`config.mk`:
```
export PLATFORM = sky130hd
export DESIGN_NAME = serial_add_arb
export DESIGN_NICKNAME = d
export VERILOG_FILES = /design/src/rtl/serial_add_arb.sv
export SDC_FILE = /design/constraint.sdc
export NUM_CORES = 1
export LEC_CHECK = 0
export CORE_MARGIN = 4
export CORE_UTILIZATION = 40
export CTS_BUF_LIST = sky130_fd_sc_hd__clkbuf_4 sky130_fd_sc_hd__clkbuf_8
export CTS_CLUSTER_DIAMETER = 100
export DETAILED_ROUTE_END_ITERATION = 16
export PLACE_DENSITY = 0.81
export SLEW_MARGIN = 30
export SYNTH_ARGS = -nofsm -noshare
export SYNTH_HDL_FRONTEND = slang
export SYNTH_SLANG_ARGS = --single-unit
```
`constraint.sdc`:
```
create_clock -name clk -period 2 [get_ports clk]
set_input_delay 0.4 -clock clk [delete_from_list [all_inputs] [get_ports clk]]
set_output_delay 0.4 -clock clk [all_outputs]
set_load 0.01 [all_outputs]
```
`src/rtl/serial_add_arb.sv`:
```
// serial_add_arb: two-requester round-robin front end for a bit-serial
// adder built around an external 1-bit full-adder cell. One operation of
// WORD_W bits takes WORD_W RUN cycles, LSB first, and the result is then
// held in DONE until the consumer takes it.
// Optional feature macro: SERIAL_ADD_SUB_EN adds per-requester subtract
// inputs; subtraction is done as a + ~b + 1 through the same cell.
module serial_add_arb #(
    parameter int WORD_W = 16
) (
    input  logic              clk,
    input  logic              rst,
    input  logic              req0_valid,
    input  logic              req1_valid,
    output logic              req0_ready,
    output logic              req1_ready,
    input  logic [WORD_W-1:0] req0_a,
    input  logic [WORD_W-1:0] req0_b,
    input  logic [WORD_W-1:0] req1_a,
    input  logic [WORD_W-1:0] req1_b,
`ifdef SERIAL_ADD_SUB_EN
    input  logic              req0_sub,
    input  logic              req1_sub,
`endif
    output logic              fa_a,
    output logic              fa_b,
    output logic              fa_cin,
    input  logic              fa_sum,
    input  logic              fa_cout,
    output logic              res_valid,
    input  logic              res_ready,
    output logic [WORD_W-1:0] res_data,
    output logic              res_id,
    output logic              busy
);

    localparam int CNT_W = $clog2(WORD_W);
    localparam logic [CNT_W-1:0] LAST_BIT = CNT_W'(WORD_W - 1);

    typedef enum logic [1:0] {
        IDLE,
        RUN,
        DONE
    } state_t;

    state_t            r_state;
    state_t            w_stateNext;
    logic              r_lastGrant;
    logic [CNT_W-1:0]  r_bitCnt;
    logic              r_carry;
    logic [WORD_W-1:0] r_opA;
    logic [WORD_W-1:0] r_opB;
    logic              r_sub;
    logic              r_id;
    logic [WORD_W-1:0] r_result;

    logic              w_grant1;
    logic              w_accept;
    logic              w_selSub;

    // Round-robin pick: a lone requester wins, a tie goes to whoever was not served last
    always_comb begin
        w_grant1 = req1_valid && (!req0_valid || !r_lastGrant);
    end

    // Subtract flag of the granted requester; without the feature it is always an add
    always_comb begin
`ifdef SERIAL_ADD_SUB_EN
        w_selSub = w_grant1 ? req1_sub : req0_sub;
`else
        w_selSub = 1'b0;
`endif
    end

    // Next-state logic plus handshake and full-adder drive; reset blocks any grant
    always_comb begin
        w_stateNext = r_state;
        w_accept    = 1'b0;
        req0_ready  = 1'b0;
        req1_ready  = 1'b0;
        fa_a        = 1'b0;
        fa_b        = 1'b0;
        fa_cin      = 1'b0;
        case (r_state)
            IDLE: begin
                if (!rst && (req0_valid || req1_valid)) begin
                    w_accept    = 1'b1;
                    req0_ready  = !w_grant1;
                    req1_ready  = w_grant1;
                    w_stateNext = RUN;
                end
            end
            RUN: begin
                fa_a   = r_opA[r_bitCnt];
                fa_b   = r_opB[r_bitCnt] ^ r_sub;
                fa_cin = r_carry;
                if (r_bitCnt == LAST_BIT) begin
                    w_stateNext = DONE;
                end
            end
            DONE: begin
                if (res_ready) begin
                    w_stateNext = IDLE;
                end
            end
            default: begin
                w_stateNext = IDLE;
            end
        endcase
    end

    // State register
    always_ff @(posedge clk) begin
        if (rst) begin
            r_state <= IDLE;
        end else begin
            r_state <= w_stateNext;
        end
    end

    // Capture the granted operands so later requester changes cannot disturb the operation
    always_ff @(posedge clk) begin
        if (rst) begin
            r_opA       <= '0;
            r_opB       <= '0;
            r_sub       <= 1'b0;
            r_id        <= 1'b0;
            r_lastGrant <= 1'b1;
        end else if (w_accept) begin
            r_opA       <= w_grant1 ? req1_a : req0_a;
            r_opB       <= w_grant1 ? req1_b : req0_b;
            r_sub       <= w_selSub;
            r_id        <= w_grant1;
            r_lastGrant <= w_grant1;
        end
    end

    // Serial datapath: one result bit per RUN cycle, carry seeded with 1 for subtraction
    always_ff @(posedge clk) begin
        if (rst) begin
            r_bitCnt <= '0;
            r_carry  <= 1'b0;
            r_result <= '0;
        end else if (w_accept) begin
            r_bitCnt <= '0;
            r_carry  <= w_selSub;
        end else if (r_state == RUN) begin
            r_result[r_bitCnt] <= fa_sum;
            r_carry            <= fa_cout;
            r_bitCnt           <= (r_bitCnt == LAST_BIT) ? '0 : r_bitCnt + 1'b1;
        end
    end

    // Status and result outputs come straight from state
    always_comb begin
        busy      = (r_state != IDLE);
        res_valid = (r_state == DONE);
        res_data  = r_result;
        res_id    = r_id;
    end

endmodule

```
==> impl_metrics.csv, run 1 <==
group,metric,value,unit
worst_setup_path,cp-start-kind,"register",
power_and_ir_drop,leakage,1.663,nW
clock_network,cts_hold_buf,0,
placement,place_congestion,0.8103,
synthesis,syn_area_per_cell,9.434,µm²
timing,fmaxAchievable,0.4474,GHz
timing,fin_crit_sh,1.118,
status,violations,"negative setup slack",
grt,grt_pass1_vias,2604,
clock_network,clock_latency,0.34,ns
clock_network,post_cts_buffers,0,
power_and_ir_drop,p_per_area,627.9,nW/µm²
final_layout,stdcell_area,4319,µm²
clock_network,cts.htree.levels,3,
placement,placedInstanceArea,4133,µm²
die,dieArea,8821,µm²
timing,worst_slack,-0.2353,ns
die,start_util,0.4093,
grt,met3_usage,0.03766,
detailed_routing,wire_per_inst,14.00,µm
die,core_area,7214,µm²
status,status,"finished, violations left",
power_and_ir_drop,ir_drop,313.7,µV
grt,antenna_found_initial,0,
power_and_ir_drop,totalPowerFinal,2.712,mW
grt,grt_remaining_overflow,0,
timing,tightest_slew,0.5797,ns
timing,drv_slew,0,
synthesis,synth_area,2953,µm²
final_layout,post-route-util,0.5987,
grt,use_met1,0.2143,
die,io_pins,95,
min_path,min_path_type,"reg -> reg",
detailed_routing,drt-vias-per-instance,4.979,
worst_setup_path,critPathTopFamily,"multiplexers",
worst_setup_path,crit_type,"reg -> out",
die,rows,31,
timing,finClkSkew,0.01177,ns
worst_setup_path,slowest_stage,"mux4_2",
worst_setup_path,cp_cell_sequence,"buf_6, mux4_2, mux2_4, nand2_2, o21ai_1, buf_2",
worst_setup_path,endpoint_kind,"output pin",
placement,dp_hpwl,5509,µm
timing,hold_viol_final,0,
worst_setup_path,cp.required,1.60,ns
clock_network,cts_tree,"yes",
grt,grt_use_met2,0.2874,
synthesis,ys_ff_latch,57,
synthesis,synth.distinct_cells,38,
detailed_routing,vias,2624,
die,die_y,93.92,µm
detailed_routing,drtPass1Iterations,4,
detailed_routing,drt-total-wl,7380,µm
synthesis,synthFlopType,"dfxtp_1",
final_layout,fin_nets,499,
grt,grt.total_usage,0.1720,
synthesis,syn_inst,313,
synthesis,async_flop_share,0,
clock_network,clock_sinks,57,
clock_network,cts_buffer_depth,2,
synthesis,synth_edf_count,0,
worst_setup_path,crit_buf_inv,2,
final_layout,drive_gt1_frac,0.2150,
detailed_routing,antenna_left,0,
grt,grt_busiest_layer,"met2",
grt,grt_pass1_wl,12000,µm
clock_network,root_buffer,"clkbuf_8",
timing,relSlewSlack,0.6135,
timing,finalCriticalPeriod,2.235,ns
detailed_routing,drt-initial-drc-count,137,
timing,rsz0062_at_grt,"true",
final_layout,syn_to_final_growth,46.27,%
grt,grt_max_degree,53,
clock_network,numCtsBuffers,9,
worst_setup_path,worstPathArrival,1.84,ns
synthesis,yosysWarnings,0,
placement,portBuffers,94,
worst_setup_path,cpPeakStageDelay,0.48,ns
final_layout,diodes,0,
worst_setup_path,cp_max_fo,3,
synthesis,synth-seq-area-share,0.3864,
clock_network,clk_pin_slew,0.07,ns
timing,setup_viol,2,
job,cap_violations,0,
die,die_w,93.92,µm
synthesis,synth_fp_nets,388,
detailed_routing,route.detailed.drc,0,
final cells by class:
cell class	count	area, µm²
Timing Repair Buffer	126	1194
Inverter	4	15.01
Multi-Input combinational cell	226	1675
Sequential cell	57	1146
Tap cell	99	123.9
Fill cell	656	2895
Clock buffer	11	145.1
Clock inverter	4	20.02
logic make-up (layout without fill, tap and decap cells):
kind of cell,after synthesis,in the layout,share of synthesized area
AOI/OAI and AO/OA,69,69,0.1703
xor gates and xnor gates,1,1,0.002967
adders and majority gates,4,4,0.01695
buffers and inverters,30,145,0.06017
DFF,57,57,0.3864
muxes,45,45,0.1788
and+or+nand+nor,107,107,0.1843
registers in the layout, indices dropped and copies added, names as in the netlist:
name,cells
r_bitCnt,4
r_carry,1
r_lastGrant,1
r_opA,16
r_opB,16
r_state,2
res_data,16
res_id,1
placed cells by master, fill, tap and decap left out, drive strengths merged, types with 2 or more instances in the layout:
cell	n
o21ai	22
and2	2
clkdlybuf4s50	87
mux2	2
nand3b	11
nor3b	4
nor2	45
nand2b	3
inv	4
nand3	6
clkbuf	11
ha	4
nand2	22
a221o	4
clkinv	4
buf	37
mux4	6
nor3	5
a211oi	21
nor2b	3
dfxtp	57
a21oi	19
mux2i	37
nand4	2
metal layers:
| layer | up-vias | part of all wire |
|---|---|---|
| met4 | 0 | 0.014 |
| li1 | 1343 | - |
| met2 | 72 | 0.50 |
| met1 | 1198 | 0.43 |
| met5 | - | 0 |
| met3 | 11 | 0.058 |
per-stage QoR:
stage / setup WS [ns] / hold slack [ns] / TNS, ns / std cells
6_report: -0.2353 / 0.4578 / -0.4634 / 527
4_1_cts: -0.2572 / 0.4627 / -0.5107 / 527
3_5_place_dp: -0.4036 / 0.4540 / -6.732 / 512
5_1_grt: -0.3024 / 0.4911 / -0.5990 / 527
2_1_floorplan: 0.07614 / 0.4258 / 0 / 313
3_3_place_gp: -0.3811 / 0.4374 / -5.003 / 512
synth_stat cells, types with 3 or more instances:
cell	instances	area share
nor3_1	4	0.0068
clkbuf_1	12	0.015
nand2_1	22	0.028
nand3_1	6	0.010
buf_2	6	0.010
mux2i_1	37	0.13
a211oi_2	10	0.042
ha_1	4	0.017
mux4_2	6	0.046
a21oi_1	19	0.032
dfxtp_1	57	0.39
nor2_1	44	0.056
o21ai_0	15	0.025
a221o_1	4	0.014
a211oi_1	11	0.028
nand3b_1	8	0.020
nor3b_1	4	0.010
inv_1	4	0.0051
o21ai_2	7	0.021
nand3b_2	3	0.011
nand2b_1	3	0.0064
buf_6	4	0.015
nor2b_1	3	0.0064
buf_4	3	0.0076
repair_timing:
item                                    CTS  global route
resized for setup                        24            10
endpoints found under the setup margin    5             4
pin swaps                                 1             1
path summary, 6_finish.rpt:
| path | start | end | slack, ns | depth (start not counted) |
|---|---|---|---|---|
| hold / removal | r_carry$_SDFFE_PP0N_ | r_carry$_SDFFE_PP0N_ | 0.46 | 2 |
| hold reg to reg | r_carry$_SDFFE_PP0N_ | r_carry$_SDFFE_PP0N_ | 0.46 | 2 |
| setup reg to reg | r_state[0]$_SDFFE_PP0P_ | r_opB[15]$_SDFFE_PP0P_ | 0.12 | 6 |
| setup / recovery | r_bitCnt[1]$_SDFFE_PP0N_ | fa_a | -0.24 | 6 |
worst reg2reg max path, stage by stage, from the launching register on:
cell     delay, ns
dfxtp_2       0.33
or2_4         0.25
buf_4         0.15
nor3_4        0.16
buf_4         0.45
nor3b_1       0.13
a221o_1       0.30
where the power goes:
| group | total [mW] | leakage [nW] | switching [mW] | internal [mW] |
|---|---|---|---|---|
| sequential | 1.24 | 0.467 | 0.0384 | 1.20 |
| clock | 0.925 | 0.0921 | 0.444 | 0.481 |
| combinational | 0.549 | 1.10 | 0.228 | 0.322 |
No activity file was read; power rests on OpenSTA's default activity.
==> run 2: changes to the inputs <==
--- a/config.mk
+++ b/config.mk
@@ -5,6 +5,8 @@
 export SDC_FILE = /design/constraint.sdc
 export NUM_CORES = 1
 export LEC_CHECK = 0
+export ABC_AREA = 1
+export CAP_MARGIN = 10
 export CORE_MARGIN = 4
 export CORE_UTILIZATION = 40
 export CTS_BUF_LIST = sky130_fd_sc_hd__clkbuf_4 sky130_fd_sc_hd__clkbuf_8
==> impl_metrics.csv, run 2 <==
group,metric,value,unit
power_and_ir_drop,p_per_area,668.5,nW/µm²
timing,worst_slack,0.08117,ns
worst_setup_path,cp-start-kind,"register",
die,io_pins,95,
worst_setup_path,cpPeakStageDelay,0.54,ns
die,start_util,0.4112,
synthesis,yosysWarnings,0,
clock_network,cts_hold_buf,0,
timing,finalCriticalPeriod,1.919,ns
final_layout,fin_nets,640,
die,core_area,7253,µm²
min_path,hold_path_depth,2,
die,die_y,94.36,µm
power_and_ir_drop,seq_power_share,0.428,
synthesis,ys_ff_latch,57,
power_and_ir_drop,switching_share,0.2634,
final_layout,finalNonFillerCells,669,
power_and_ir_drop,p_int,2.121,mW
synthesis,syn_inst,460,
worst_setup_path,critPathTopFamily,"buffers and inverters",
clock_network,numCtsBuffers,9,
synthesis,synth-seq-area-share,0.3826,
clock_network,clock_latency,0.34,ns
synthesis,post_synth_xor_area_fraction,0.002936,
synthesis,async_flop_share,0,
detailed_routing,wire_per_inst,12.75,µm
grt,grt_pass1_wl,13450,µm
placement,pre_cts_ws,-0.2736,ns
worst_setup_path,r2r_end,"res_data[7]$_SDFFE_PP0P_",
detailed_routing,drtPass1Iterations,4,
power_and_ir_drop,ir_drop,304.7,µV
die,rows,31,
power_and_ir_drop,power_switching,758.5,µW
power_and_ir_drop,clkPwrFrac,0.377,
synthesis,synthFlopType,"dfxtp_1",
die,dieArea,8903,µm²
clock_network,root_buffer,"clkbuf_8",
timing,fmaxAchievable,0.5212,GHz
detailed_routing,drt-total-wl,8532,µm
grt,antenna_found_initial,0,
clock_network,clock_sinks,57,
synthesis,synth_top_cell_by_area,"dfxtp_1",
synthesis,synth_adder_area_share,0.01678,
worst_setup_path,r2r_start,"r_bitCnt[0]$_SDFFE_PP0N_",
worst_setup_path,worstPathArrival,1.52,ns
min_path,holdPathEnd,"r_opB[12]$_SDFFE_PP0P_",
timing,fin_crit_sh,0.9594,
clock_network,clk_pin_slew,0.06,ns
synthesis,synth_top_family_by_area,"simple AND/OR/NAND/NOR gates",
synthesis,synth_area,2983,µm²
grt,grt_max_degree,39,
clock_network,cts.htree.levels,3,
die,die_w,94.36,µm
worst_setup_path,crit_buf_inv,1,
placement,place_congestion,0.8802,
detailed_routing,antenna_left,0,
min_path,hp-start,"r_opB[12]$_SDFFE_PP0P_",
grt,grt_remaining_overflow,0,
worst_setup_path,r2r_slack,0.47,ns
grt,grt.total_usage,0.1924,
synthesis,synth_fp_nets,535,
clock_network,post_cts_buffers,0,
final_layout,most-common-layout-cells,"194 x nand2_1, 87 x clkdlybuf4s50_1, 54 x dfxtp_1",
placement,dp.cells,652,
final_layout,diodes,0,
worst_setup_path,ff2ff_path_depth,7,
timing,setup_tns,0,ns
detailed_routing,drt-initial-drc-count,206,
timing,relSlewSlack,0.6472,
synthesis,yosys-top-cells-count,"194 x nand2_1, 57 x dfxtp_1, 45 x inv_1",
synthesis,synthMuxAreaShare,0,
worst_setup_path,cp.required,1.60,ns
detailed_routing,route.detailed.drc,0,
timing,drv_slew,0,
power_and_ir_drop,combinationalPowerShare,0.195,
final_layout,drive_gt1_frac,0.1175,
timing,setup_viol,0,
synthesis,synth.distinct_cells,26,
synthesis,syn_area_per_cell,6.484,µm²
worst_setup_path,endpoint_kind,"output pin",
status,status,"finished clean",
final_layout,fillers,669,
detailed_routing,drt-vias-per-instance,4.768,
timing,rsz0062_at_grt,"false",
power_and_ir_drop,leakage,1.879,nW
clock_network,cts_buffer_depth,2,
synthesis,synth_edf_count,0,
placement,dp_hpwl,6299,µm
synthesis,post_synth_and_or_nand_nor_area_fraction,0.3435,
placement,portBuffers,94,
placement,placedInstanceArea,4078,µm²
synthesis,synth_compound_area_frac,0.1430,
timing,finClkSkew,0.004680,ns
worst_setup_path,slowest_stage,"clkdlybuf4s50_1",
min_path,min_path_type,"reg -> reg",
worst_setup_path,cp_max_fo,10,
final_layout,mostFrequentLayoutCell,"nand2_1",
final_layout,stdcell_area,4308,µm²
clock_network,cts_tree,"yes",
detailed_routing,vias,3190,
final_layout,post-route-util,0.5939,
synthesis,synth.area.top_cells,"dfxtp_1 38%, nand2_1 24%, a21oi_1 6.7%",
worst_setup_path,cp_cell_sequence,"nand2_4, nor2_1, clkdlybuf4s50_1",
job,cap_violations,0,
worst_setup_path,crit_type,"reg -> out",
grt,grt_pass1_vias,2929,
final_layout,syn_to_final_growth,44.42,%
synthesis,synth.most_common_cell,"nand2_1",
synthesis,yosysTopAreaCellShare,0.3826,
timing,tightest_slew,0.5276,ns
timing,hold_viol_final,0,
==> run 2: what timing repair did <==
item / CTS / global route
cloned: 0 / 1
endpoints found under the setup margin: 4 / 3
resized for setup: 17 / 10
==> run 2: logic make-up (layout without fill, tap and decap cells) <==
group	count (synthesis)	in the layout
xor+xnor	1	1
compound gates	71	71
buf+inv	74	184
simple gates	253	253
flops	57	57
fa+ha+maj	4	4
==> run 2: worst max-delay path by stage <==
stage / startpoint / end / slack, ns / cells after the start
floorplan: r_bitCnt[0]$_SDFFE_PP0N_ / fa_a / 0.45 / 10
global placement: req0_valid / req0_ready / -0.23 / 6
detailed placement: req0_valid / req0_ready / -0.27 / 6
CTS: r_bitCnt[0]$_SDFFE_PP0N_ / fa_b / -0.07 / 9
global route: r_bitCnt[0]$_SDFFE_PP0N_ / fa_b / 0.003 / 9
finish: r_state[0]$_SDFFE_PP0P_ / fa_cin / 0.08 / 3
==> run 2: worst reg2reg max path, cell delays in order (launching register included) <==
cell and delay, ns:
dfxtp_4 0.39, buf_4 0.16, ha_1 0.21, inv_1 0.05, nor2_1 0.20, nand2_1 0.11, o21ai_0 0.19, a21oi_1 0.09
==> run 2: stage by stage <==
stage               hold slack (ns)  power (mW)
detailed placement           0.4572       1.812
CTS                          0.4666       2.895
global route                 0.4851       3.026
finish                       0.4646       2.880
global placement             0.4481       1.797
floorplan                    0.4402       1.566
==> run 2: area by class of cell <==
cell class	count	area (µm²)	area share
Clock buffer	13	160.2	0.03718
Clock inverter	3	40.04	0.009294
Inverter	53	209.0	0.04850
Multi-Input combinational cell	329	1525	0.3541
Sequential cell	57	1147	0.2663
Tap cell	99	123.9	0.02875
Timing Repair Buffer	115	1102	0.2559
==> run 2: metal layers <==
layer / up-vias / routed length, µm / track usage
met1: 1423 / 3610 / 0.2388
met2: 102 / 4104 / 0.3197
met4: 0 / 191 / 0.07702
li1: 1648 / - / -
met3: 17 / 626 / 0.04781
met5: - / 0 / 0
==> run 2: power groups by stage <==
stage                     sequential, mW  combinational [mW]  clock, mW
after floorplan                     1.25               0.319          0
after global placement              1.25               0.546          0
after detailed placement            1.25               0.558          0
after CTS                           1.23               0.561       1.10
after global routing                1.24               0.627       1.16
final                               1.23               0.563       1.09
==> run 3: changes to the inputs <==
--- a/config.mk
+++ b/config.mk
@@ -7,10 +7,11 @@
 export LEC_CHECK = 0
 export ABC_AREA = 1
 export CAP_MARGIN = 10
-export CORE_MARGIN = 4
+export CORE_MARGIN = 1
 export CORE_UTILIZATION = 40
 export CTS_BUF_LIST = sky130_fd_sc_hd__clkbuf_4 sky130_fd_sc_hd__clkbuf_8
 export CTS_CLUSTER_DIAMETER = 100
+export CTS_CLUSTER_SIZE = 24
 export DETAILED_ROUTE_END_ITERATION = 16
 export PLACE_DENSITY = 0.81
 export SLEW_MARGIN = 30
==> impl_metrics.csv, run 3 (same netlist as run 2, synthesis figures left out) <==
group,metric,value,unit
die,dieArea,7807,µm²
worst_setup_path,cp.required,1.60,ns
timing,finalCriticalPeriod,1.931,ns
clock_network,clock_sinks,57,
status,status,"finished clean",
final_layout,drive_gt1_frac,0.1265,
timing,setup_tns,0,ns
final_layout,syn_to_final_growth,46.64,%
power_and_ir_drop,leakage,1.903,nW
clock_network,root_buffer,"clkbuf_8",
timing,finClkSkew,0.008472,ns
timing,setup_viol,0,
detailed_routing,vias,3158,
detailed_routing,drt-total-wl,8003,µm
final_layout,fin_nets,639,
detailed_routing,drt-initial-drc-count,182,
worst_setup_path,crit_top_cell,"nand2_1",
detailed_routing,drt-vias-per-instance,4.728,
grt,grt.total_usage,0.2174,
final_layout,diodes,0,
clock_network,numCtsBuffers,9,
clock_network,cts_hold_buf,0,
grt,use_met1,0.2787,
worst_setup_path,slowest_stage,"dfxtp_4",
grt,antenna_found_initial,0,
final_layout,finalNonFillerCells,668,
min_path,min_path_type,"reg -> reg",
timing,tightest_slew,0.5514,ns
grt,grt_use_met2,0.3476,
clock_network,cts_tree,"yes",
timing,drv_slew,0,
worst_setup_path,cp_cell_sequence,"buf_8, nand2_1, nand3_1, nand2_1, nand2_1, nand2_1, nor2_1, nor2_1, buf_2",
clock_network,clk_pin_slew,0.07,ns
die,die_w,88.36,µm
grt,grt_pass1_vias,2985,
worst_setup_path,critPathTopFamily,"simple AND/OR/NAND/NOR gates",
worst_setup_path,cp_max_fo,6,
timing,fin_crit_sh,0.9655,
clock_network,cts_buffer_depth,2,
worst_setup_path,endpoint_kind,"output pin",
grt,grt_pass1_wl,13060,µm
grt,grt_remaining_overflow,0,
die,rows,31,
placement,dp_hpwl,5898,µm
die,die_y,88.36,µm
die,core_area,7214,µm²
clock_network,cts.htree.levels,3,
final_layout,most-common-layout-cells,"190 x nand2_1, 87 x clkdlybuf4s50_1, 53 x dfxtp_1",
worst_setup_path,cpPeakStageDelay,0.38,ns
grt,grt_max_degree,39,
grt,met3_usage,0.04011,
clock_network,clock_latency,0.34,ns
grt,grt_busiest_layer,"met2",
die,start_util,0.4135,
placement,dp.cells,650,
timing,whs,0.4644,ns
timing,relSlewSlack,0.6312,
worst_setup_path,crit_buf_inv,2,
placement,place_congestion,0.8734,
power_and_ir_drop,p_per_area,687.9,nW/µm²
detailed_routing,route.detailed.drc,0,
worst_setup_path,cp-start-kind,"register",
timing,hold_viol_final,0,
worst_setup_path,crit_type,"reg -> out",
power_and_ir_drop,ir_drop,295.9,µV
placement,portBuffers,94,
timing,rsz0062_at_grt,"true",
die,io_pins,95,
timing,fmaxAchievable,0.5179,GHz
worst_setup_path,worstPathArrival,1.53,ns
detailed_routing,drtPass1Iterations,4,
final_layout,mostFrequentLayoutCell,"nand2_1",
detailed_routing,wire_per_inst,11.98,µm
worst_setup_path,r2r_slack,0.39,ns
job,cap_violations,0,
detailed_routing,antenna_left,0,
[run 3: cell count changes in the layout (fill, tap and decap cells not counted), moves of 3 or more]
cell      before  now
nand3_2        0    3
nand3_1       31   28
nand2_1      194  190
nand2_2        1    5
clkbuf_8      10   14
buf_4         19   16
[run 3: per-layer routing]
metal / wire length (µm) / share of wire / vias to the layer above
li1: - / - / 1649
met4: 224 / 0.028 / 0
met1: 3657 / 0.46 / 1392
met2: 3645 / 0.46 / 101
met3: 475 / 0.059 / 16
met5: 0 / 0 / -
[run 3: layout make-up]
type / instances / area, µm²
tap: 99 / 123.9
timing repair buffer: 114 / 1120
clock inverter: 1 / 30.03
clock buffer: 15 / 200.2
multi-input combinational: 329 / 1545
inverter: 53 / 206.4
sequential: 57 / 1149
fill: 671 / 2840
[run 3: stage by stage]
stage            util  total power [mW]  instance area, µm²  worst slack (ns)
6_report       0.6063             3.009                4374           0.06902
5_1_grt        0.6063             3.151                4374          -0.02477
4_1_cts        0.5963             3.008                4302          -0.06332
3_5_place_dp   0.5631             1.803                4063           -0.2884
3_3_place_gp   0.5631             1.792                4063           -0.2698
2_1_floorplan       -             1.566                2983            0.4469
[run 3: final timing paths]
check | start | to | cells past startpoint
worst max-delay path | r_bitCnt[0]$_SDFFE_PP0N_ | fa_b | 9
worst min-delay path | r_carry$_SDFFE_PP0N_ | r_carry$_SDFFE_PP0N_ | 2
worst max register to register | r_bitCnt[0]$_SDFFE_PP0N_ | res_data[7]$_SDFFE_PP0P_ | 8
worst min register to register | r_carry$_SDFFE_PP0N_ | r_carry$_SDFFE_PP0N_ | 2
[run 3: worst min-delay path: cells and delay by family (launching register included)]
family | cells | cell delay, ns
AOI/OAI and AO/OA | 1 | 0.05
and+or+nand+nor | 1 | 0.06
DFF | 1 | 0.31
[run 3: report_power, final]
group          leakage, nW  internal [mW]  switching [mW]  total, mW
combinational         1.32          0.279           0.289      0.567
clock                0.119          0.760           0.449       1.21
sequential           0.467           1.20          0.0317       1.23
total                 1.90           2.24           0.770       3.01
[run 3: what timing repair did]
item / 4_1_cts / 5_1_grt
endpoints found under the hold margin: 0 / 0
setup buffers: 0 / 1
resized for setup: 17 / 18
gates cloned: 0 / 1
pin swaps: 1 / 7
setup endpoints to repair: 4 / 3
